[src/rtl/dmem_pkg.sv]
// rtl/dmem_pkg.sv - shared constants for the data-memory responder and its timer
package dmem_pkg;

  localparam logic [31:0] IO_BASE_DEFAULT = 32'hFFFF_0000;

  localparam logic [4:0] OFF_COUNT   = 5'h00;
  localparam logic [4:0] OFF_COMPARE = 5'h04;
  localparam logic [4:0] OFF_STATUS  = 5'h08;
  localparam logic [4:0] OFF_CTRL    = 5'h0C;
  localparam logic [4:0] OFF_ERRADDR = 5'h10;

  localparam int CTRL_EN      = 0;
  localparam int CTRL_RELOAD  = 1;
  localparam int CTRL_IRQ     = 2;
  localparam int STATUS_MATCH = 0;

endpackage

[src/rtl/dmem_timer.sv]
// rtl/dmem_timer.sv - memory-mapped timer: COUNT/COMPARE/STATUS/CTRL and TimerIRQ level
module dmem_timer
  import dmem_pkg::*;
(
  input  logic        clk,
  input  logic        reset,
  input  logic        wr_en,
  input  logic [2:0]  wr_sel,
  input  logic [31:0] wdata,
  output logic [31:0] count,
  output logic [31:0] compare,
  output logic        match_flag,
  output logic [2:0]  ctrl,
  output logic        irq
);

  logic wr_count, wr_compare, wr_status, wr_ctrl;
  logic hit;

  assign wr_count   = wr_en && (wr_sel == OFF_COUNT[4:2]);
  assign wr_compare = wr_en && (wr_sel == OFF_COMPARE[4:2]);
  assign wr_status  = wr_en && (wr_sel == OFF_STATUS[4:2]);
  assign wr_ctrl    = wr_en && (wr_sel == OFF_CTRL[4:2]);

  // Match is only evaluated while counting; the old CTRL governs a CTRL write cycle.
  assign hit = ctrl[CTRL_EN] && (count == compare);
  assign irq = match_flag && ctrl[CTRL_IRQ];

  always_ff @(posedge clk) begin
    if (reset) begin
      count      <= '0;
      compare    <= '1;
      match_flag <= 1'b0;
      ctrl       <= '0;
    end else begin
      if (wr_count)
        count <= wdata;
      else if (ctrl[CTRL_EN])
        count <= (hit && ctrl[CTRL_RELOAD]) ? '0 : count + 32'd1;

      if (wr_compare)
        compare <= wdata;

      // A fresh match outranks a simultaneous write-1-to-clear.
      if (hit)
        match_flag <= 1'b1;
      else if (wr_status && wdata[STATUS_MATCH])
        match_flag <= 1'b0;

      if (wr_ctrl)
        ctrl <= wdata[2:0];
    end
  end

endmodule

[src/rtl/dmem_responder.sv]
// rtl/dmem_responder.sv - word RAM plus timer peripheral behind the datapath load/store port
// Optional DMEM_ERR_EN adds the sticky MemErr output and the ERRADDR capture register.
module dmem_responder
  import dmem_pkg::*;
#(
  parameter int          DEPTH   = 64,
  parameter logic [31:0] IO_BASE = IO_BASE_DEFAULT
) (
  input  logic        clk,
  input  logic        reset,
  input  logic        MemWrite,
  input  logic [31:0] Addr,
  input  logic [31:0] WriteData,
  output logic [31:0] ReadData,
`ifdef DMEM_ERR_EN
  output logic        MemErr,
`endif
  output logic        TimerIRQ
);

  localparam int          AW        = (DEPTH > 1) ? $clog2(DEPTH) : 1;
  localparam logic [32:0] RAM_BYTES = 33'(DEPTH) * 33'd4;

  logic        ram_hit, io_hit;
  logic [2:0]  sel;
  logic [31:0] mem [DEPTH];

  logic [31:0] t_count, t_compare;
  logic        t_match;
  logic [2:0]  t_ctrl;

  assign ram_hit = {1'b0, Addr} < RAM_BYTES;
  assign io_hit  = !ram_hit && (Addr[31:5] == IO_BASE[31:5]);
  assign sel     = Addr[4:2];

  // RAM is deliberately left out of reset.
  always_ff @(posedge clk) begin
    if (MemWrite && ram_hit)
      mem[Addr[AW+1:2]] <= WriteData;
  end

  dmem_timer u_timer (
    .clk        (clk),
    .reset      (reset),
    .wr_en      (MemWrite && io_hit),
    .wr_sel     (sel),
    .wdata      (WriteData),
    .count      (t_count),
    .compare    (t_compare),
    .match_flag (t_match),
    .ctrl       (t_ctrl),
    .irq        (TimerIRQ)
  );

`ifdef DMEM_ERR_EN
  logic        err_q;
  logic [31:0] erraddr_q;
  logic        err_hit;

  assign err_hit = (!ram_hit && !io_hit) || (io_hit && (sel > OFF_ERRADDR[4:2]));
  assign MemErr  = err_q;

  // Only the first faulting address is kept until reset.
  always_ff @(posedge clk) begin
    if (reset) begin
      err_q     <= 1'b0;
      erraddr_q <= '0;
    end else if (err_hit && !err_q) begin
      err_q     <= 1'b1;
      erraddr_q <= Addr;
    end
  end
`endif

  always_comb begin
    ReadData = '0;
    if (ram_hit) begin
      ReadData = mem[Addr[AW+1:2]];
    end else if (io_hit) begin
      case (sel)
        OFF_COUNT[4:2]:   ReadData = t_count;
        OFF_COMPARE[4:2]: ReadData = t_compare;
        OFF_STATUS[4:2]:  ReadData = {31'b0, t_match};
        OFF_CTRL[4:2]:    ReadData = {29'b0, t_ctrl};
`ifdef DMEM_ERR_EN
        OFF_ERRADDR[4:2]: ReadData = erraddr_q;
`endif
        default:          ReadData = '0;
      endcase
    end
  end

endmodule

[config.mk]
export PLATFORM = sky130hd
export DESIGN_NAME = dmem_responder
export DESIGN_NICKNAME = d
export VERILOG_FILES = /design/src/rtl/dmem_pkg.sv /design/src/rtl/dmem_timer.sv /design/src/rtl/dmem_responder.sv
export SDC_FILE = /design/constraint.sdc
export NUM_CORES = 2
export LEC_CHECK = 0
export CORE_UTILIZATION = 34
export CTS_CLUSTER_SIZE = 28
export DETAILED_ROUTE_END_ITERATION = 12
export HOLD_SLACK_MARGIN = 0.03
export PLACE_DENSITY = 0.54
export SYNTH_ARGS = -nofsm -noshare
export SYNTH_HDL_FRONTEND = slang
export SYNTH_SLANG_ARGS = --single-unit
[constraint.sdc]
create_clock -name clk -period 6.4 [get_ports clk]
set_input_delay 1.6 -clock clk [delete_from_list [all_inputs] [get_ports clk]]
set_output_delay 1.6 -clock clk [all_outputs]
set_load 0.01 [all_outputs]
# After elaboration in Yosys (flattened, before gate mapping)
# Memories as Yosys holds them, arrays and structs flattened.
# Index checks and enable logic that the tools add are counted.
# totals
register_bits	68
memories	1
in_bits	67
wordCells	37
mem_bits_rw	2048
out_inout_bits	33
# op_classes
n_reduce_logical	15
addsub	1
n_lt_le_gt_ge	1
mux	10
eq_ne	5
# mem_list
memory	depth	width	rd	rd_ports_with_merged_regs	write_ports	line	rtl
mem	64	32	1	0	1	dmem_responder.sv:26	logic [31:0] mem [DEPTH];
# op_table
operator	count
32-bit 2-to-1 mux	5
32-bit one-hot mux with 4 select lines	1
32-bit by 1-bit adder with 32-bit output, second input constant	1
32-bit equality test	1
32-bit by 9-bit less-than comparator with 1-bit output, second input constant	1
27-bit equality test, second input constant	1
1-bit logical AND	11
3-bit by 2-bit equality test with 1-bit output, second input constant	2
1-bit 2-to-1 mux	4
2-bit nonzero test	2
3-bit by 1-bit equality test with 1-bit output, second input constant	1
3-bit logical NOT	1
1-bit logical NOT	1

# Logic depth before layout (Yosys ltp)
# logic_depth
depth_word	8
ltp_mapped	12
mapped_depth_nobuf	8

# Hierarchy
# From an unflattened synthesis, not the netlist that was laid out.
# hier_totals
hier_cells	4820
area_unflattened_um2	83403.7
# by_module_without_submodules
mod	cells_each	instances	area_per_inst_um2	seq_area_each_um2
dmem_responder	4371	1	79585.1	61499.0
dmem_timer	449	1	3818.7	1361.3

# Worst setup path after synthesis
# OpenSTA, ideal clock, no wires.
# synth_timing
path_kind	input port to flip-flop
startpoint	in Addr[2]
endpoint	mem mem[15][0] (enable)
arrival_ns	5.219
setup_time_ns	0.461
n_path_buf	5
path_slack_ns	0.720
stages	8
required_time_ns	5.939
cell_sequence	clkbuf_2 > buf_4 > and2_0 > clkbuf_1 > buf_2 > buf_1 > nand2_1 > nor3_1
# synth_via
elab_chain_len	4
# synth_lines
element	line	rtl
start: declaration	dmem_responder.sv:12	input logic [31:0] Addr,
32-bit by 9-bit less-than comparator with 1-bit output	dmem_responder.sv:32	assign ram_hit = {1'b0, Addr} < RAM_BYTES;
1-bit logical AND	dmem_responder.sv:38	if (MemWrite && ram_hit)
1-bit 2-to-1 mux	dmem_responder.sv:38	
1-bit 2-to-1 mux (not written as such)	dmem_responder.sv:39	mem[Addr[AW+1:2]] <= WriteData;
end: declaration	dmem_responder.sv:26	
# Parallel ways exist; a longest one is shown, timed or not.

# Final worst setup path
# layout_timing
startpoint	in Addr[2]
endpoint	out ReadData[8]
# layout_via
elab_chain_len	5
# layout_lines
element	line	rtl
32-bit by 9-bit less-than comparator with 1-bit output	dmem_responder.sv:32	
1-bit logical NOT	dmem_responder.sv:33	assign io_hit = !ram_hit && (Addr[31:5] == IO_BASE[31:5]);
1-bit logical AND	dmem_responder.sv:33	
32-bit 2-to-1 mux	dmem_responder.sv:79	end else if (io_hit) begin
32-bit 2-to-1 mux (*)	dmem_responder.sv:77	if (ram_hit) begin
end: declaration	dmem_responder.sv:14	output logic [31:0] ReadData,
# Mark *: on every way between the ends. The rest lies on a longest branch, timed or not.

==> flow_summary.yaml <==
status:
  status: "finished, violations left"
  violations: "setup timing"
synthesis:
  synth_nets: 4879
  synthCells: 4811
  syn_area_per_cell_sq_um: 17.2
  synth_edf_count: 2048
  synthArstFlopShare_pct: 0
  synth_top_area_share_pct: 74.3
  netlist_area_sq_um: 82700
  yosys_warnings: 0
  synth_area_leaders: "edfxtp_1 (74%), mux4_2 (3.1%), a221oi_1 (2.9%)"
  synthTopCellsByCount: "edfxtp_1 (2,048), a221oi_1 (270), nor2_1 (216), a22oi_1 (201), nand2_1 (196)"
  ys_types: 77
  ys_seq_area_share_pct: 76.0
  synthFlopType: "edfxtp_1"
  ys_ff_latch: 2116
  yosys.area.top_type: "edfxtp_1"
  yosysMostFrequentCell: "edfxtp_1"
timing:
  hold_viol: 0
  worst_slew_pin_slew_ps: 1000
  rsz0062_at_grt: "true"
  finalSetupTns_ps: -6.42
  period_needed_ps: 6410
  final_max_slew_viol_count: 0
  relSlewSlack_pct: 33.1
  finalWorstSetupSlack_ps: -6.42
  fin_crit_sh_pct: 100
  setup_violations: 1
  fin_skew_ps: 23.9
  fmax_mhz: 156
floorplanning:
  row_count: 180
  core_area_sq_um: 241000
  ios: 100
  dieArea_sq_um: 245000
  die_h_um: 495
  die_w_um: 495
  initial_core_util_pct: 34.3
clocking:
  path_clk_slew_ps: 60
  clk_root_buffer_cell: "clkbuf_16"
  clk-insertion-delay-late_ps: 870
  clock-sinks: 2116
  cts_tree: "done"
  numCtsBuffers: 216
  cts_buffer_depth: 3
  htreeDepth: 4
place:
  dp.final_hpwl_mm: 194
  place_area_sq_um: 93000
  dp_worst_setup_slack_ps: -557
  gp_congestion: 0.894
  portBuffers: 97
route:
  firstDrtPassIters: 6
  avgViaCountPerCell: 6.03
  finalWirelength_mm: 314
  drt_iter0_markers: 8533
  num_vias: 53300
  route.detailed.drc: 0
  postRouteAntennaNets: 0
  wl_per_cell_um: 35.6
global_routing:
  grt_start_max_net_pins: 69
  track_usage_pct: 25.3
  grt_pass1_vias: 50300
  antenna_found_initial: 26
  grt_pass1_wl_mm: 426
  grt-ovfl-total: 0
setup_path:
  rrSetupSlack_ps: 2720
  path_max_fanout: 30
  cp.required_ps: 4800
  cp-end-kind: "output port"
  critPathKind: "in -> out"
  arrival_ps: 4810
  crit_path_start_kind: "input pin"
power:
  power_mw: 29.4
  swShare_pct: 23.1
  seqPwrFrac_pct: 51.7
  pwr-share-comb_pct: 6.8
  power.switching_mw: 6.79
  intPower_mw: 22.6
  clockPowerShare_pct: 41.5
  power.density_nw_per_um2: 293
  peakVddDrop_v: 0.000274
  leakagePower_nw: 32.6
final_layout:
  fill_cells: 21400
  final_util_pct: 41.6
  final_cell_area_sq_um: 100000
  drive_above_1_share_pct: 26.3
  regArea_sq_um: 62900
  multi_input_area_sq_um: 19100
  fin_nets: 5539
  area_growth_pct: 21.4
run:
  drv_cap: 0
hold_path:
  worst_hold_path_type: "reg -> reg"
layout by cell type, fill, tap and decap left out, drive strengths merged, types with 21 or more instances in the layout:
| cell type | instances |
|---|---|
| a21oi | 170 |
| a221o | 40 |
| a221oi | 278 |
| a22o | 36 |
| a22oi | 201 |
| a31oi | 22 |
| buf | 732 |
| clkbuf | 271 |
| clkdlybuf4s50 | 54 |
| clkinv | 97 |
| dfxtp | 68 |
| edfxtp | 2048 |
| mux2 | 163 |
| mux2i | 187 |
| mux4 | 114 |
| nand2 | 196 |
| nand3 | 58 |
| nor2 | 218 |
| nor3 | 72 |
| nor4 | 21 |
| o21ai | 135 |
| o221ai | 34 |
| o22ai | 111 |
| xor2 | 25 |
routing by layer:
layer | routed length, um | up-vias | share of wire [%] | track usage, %
li1 | - | 21100 | - | -
met1 | 126000 | 28100 | 40 | 35.6
met2 | 143000 | 3497 | 45 | 39.2
met3 | 34600 | 576 | 11 | 4.85
met4 | 10900 | 14 | 3.5 | 8.14
met5 | 87 | - | 0.028 | 0
state kept, by name (all words and copies together) (netlist names):
register            cells
u_timer.ctrl            3
u_timer.count          32
u_timer.compare        32
u_timer.match_flag      1
mem                  2048
what timing repair did:
action | CTS | global route
pin swaps | 3 | 7
hold buffers | 0 | 0
buffers inserted | 6 | 6
resized for setup | 58 | 47
hold endpoints to repair | 0 | 0
setup endpoints to repair | 31 | 27
gates cloned | 1 | 0
per-stage QoR:
| stage | std cells | hold WS, ps |
|---|---|---|
| 3_3_place_gp | 8425 | 477 |
| 5_1_grt | 8831 | 501 |
| 3_5_place_dp | 8425 | 473 |
| 2_1_floorplan | 4811 | 445 |
| 6_report | 8836 | 484 |
| 4_1_cts | 8824 | 481 |
power groups by stage:
stage / Sequential [mW] / Combinational, mW / Clock, mW
2_1_floorplan: 15.5 / 0.723 / 0
3_3_place_gp: 15.5 / 1.91 / 0
3_5_place_dp: 15.5 / 1.92 / 0
4_1_cts: 15.2 / 1.95 / 12.3
5_1_grt: 15.2 / 2.06 / 12.8
6_report: 15.2 / 2.01 / 12.2
path summary, 6_finish.rpt:
check | startpoint | cells past startpoint | end
setup / recovery | Addr[2] | 12 | ReadData[8]
hold / removal | u_timer.ctrl[2]$_SDFFE_PP0P_ | 2 | u_timer.ctrl[2]$_SDFFE_PP0P_
setup reg to reg | u_timer.count[19]$_SDFFE_PP0P_ | 8 | u_timer.count[29]$_SDFFE_PP0P_
hold reg to reg | u_timer.ctrl[2]$_SDFFE_PP0P_ | 2 | u_timer.ctrl[2]$_SDFFE_PP0P_
area by class of cell:
cell class                 count  share of cell area (%)
tap                         3185                    3.97
antenna                        6                  0.0150
multi-input combinational   2328                    19.0
sequential                  2116                    62.6
clock buffer                 271                    5.62
inverter                      15                  0.0685
timing repair buffer         794                    7.65
clock inverter               121                    1.08
worst max-delay path, stage by stage:
cell,delay (ps)
buf_12,170
buf_12,200
buf_6,280
buf_16,280
mux4_2,560
a221oi_1,290
buf_4,220
o22ai_1,130
nor3_1,200
buf_4,200
o22ai_1,90
clkdlybuf4s50_1,490
cells by family (layout without fill, tap and decap cells):
kind of cell,after synthesis,in the layout,synth area share (%)
flip-flops,2116,2116,76.0
AO/OA/AOI/OAI,1137,1137,10.0
AND/OR/NAND/NOR,684,684,3.90
multiplexers,464,464,7.59
buffers and inverters,367,1201,2.03
XOR/XNOR,42,42,0.445
adder cells (fa/ha/maj),1,1,0.0151
other,0,6,0
Power figures use the tool's default switching activity.
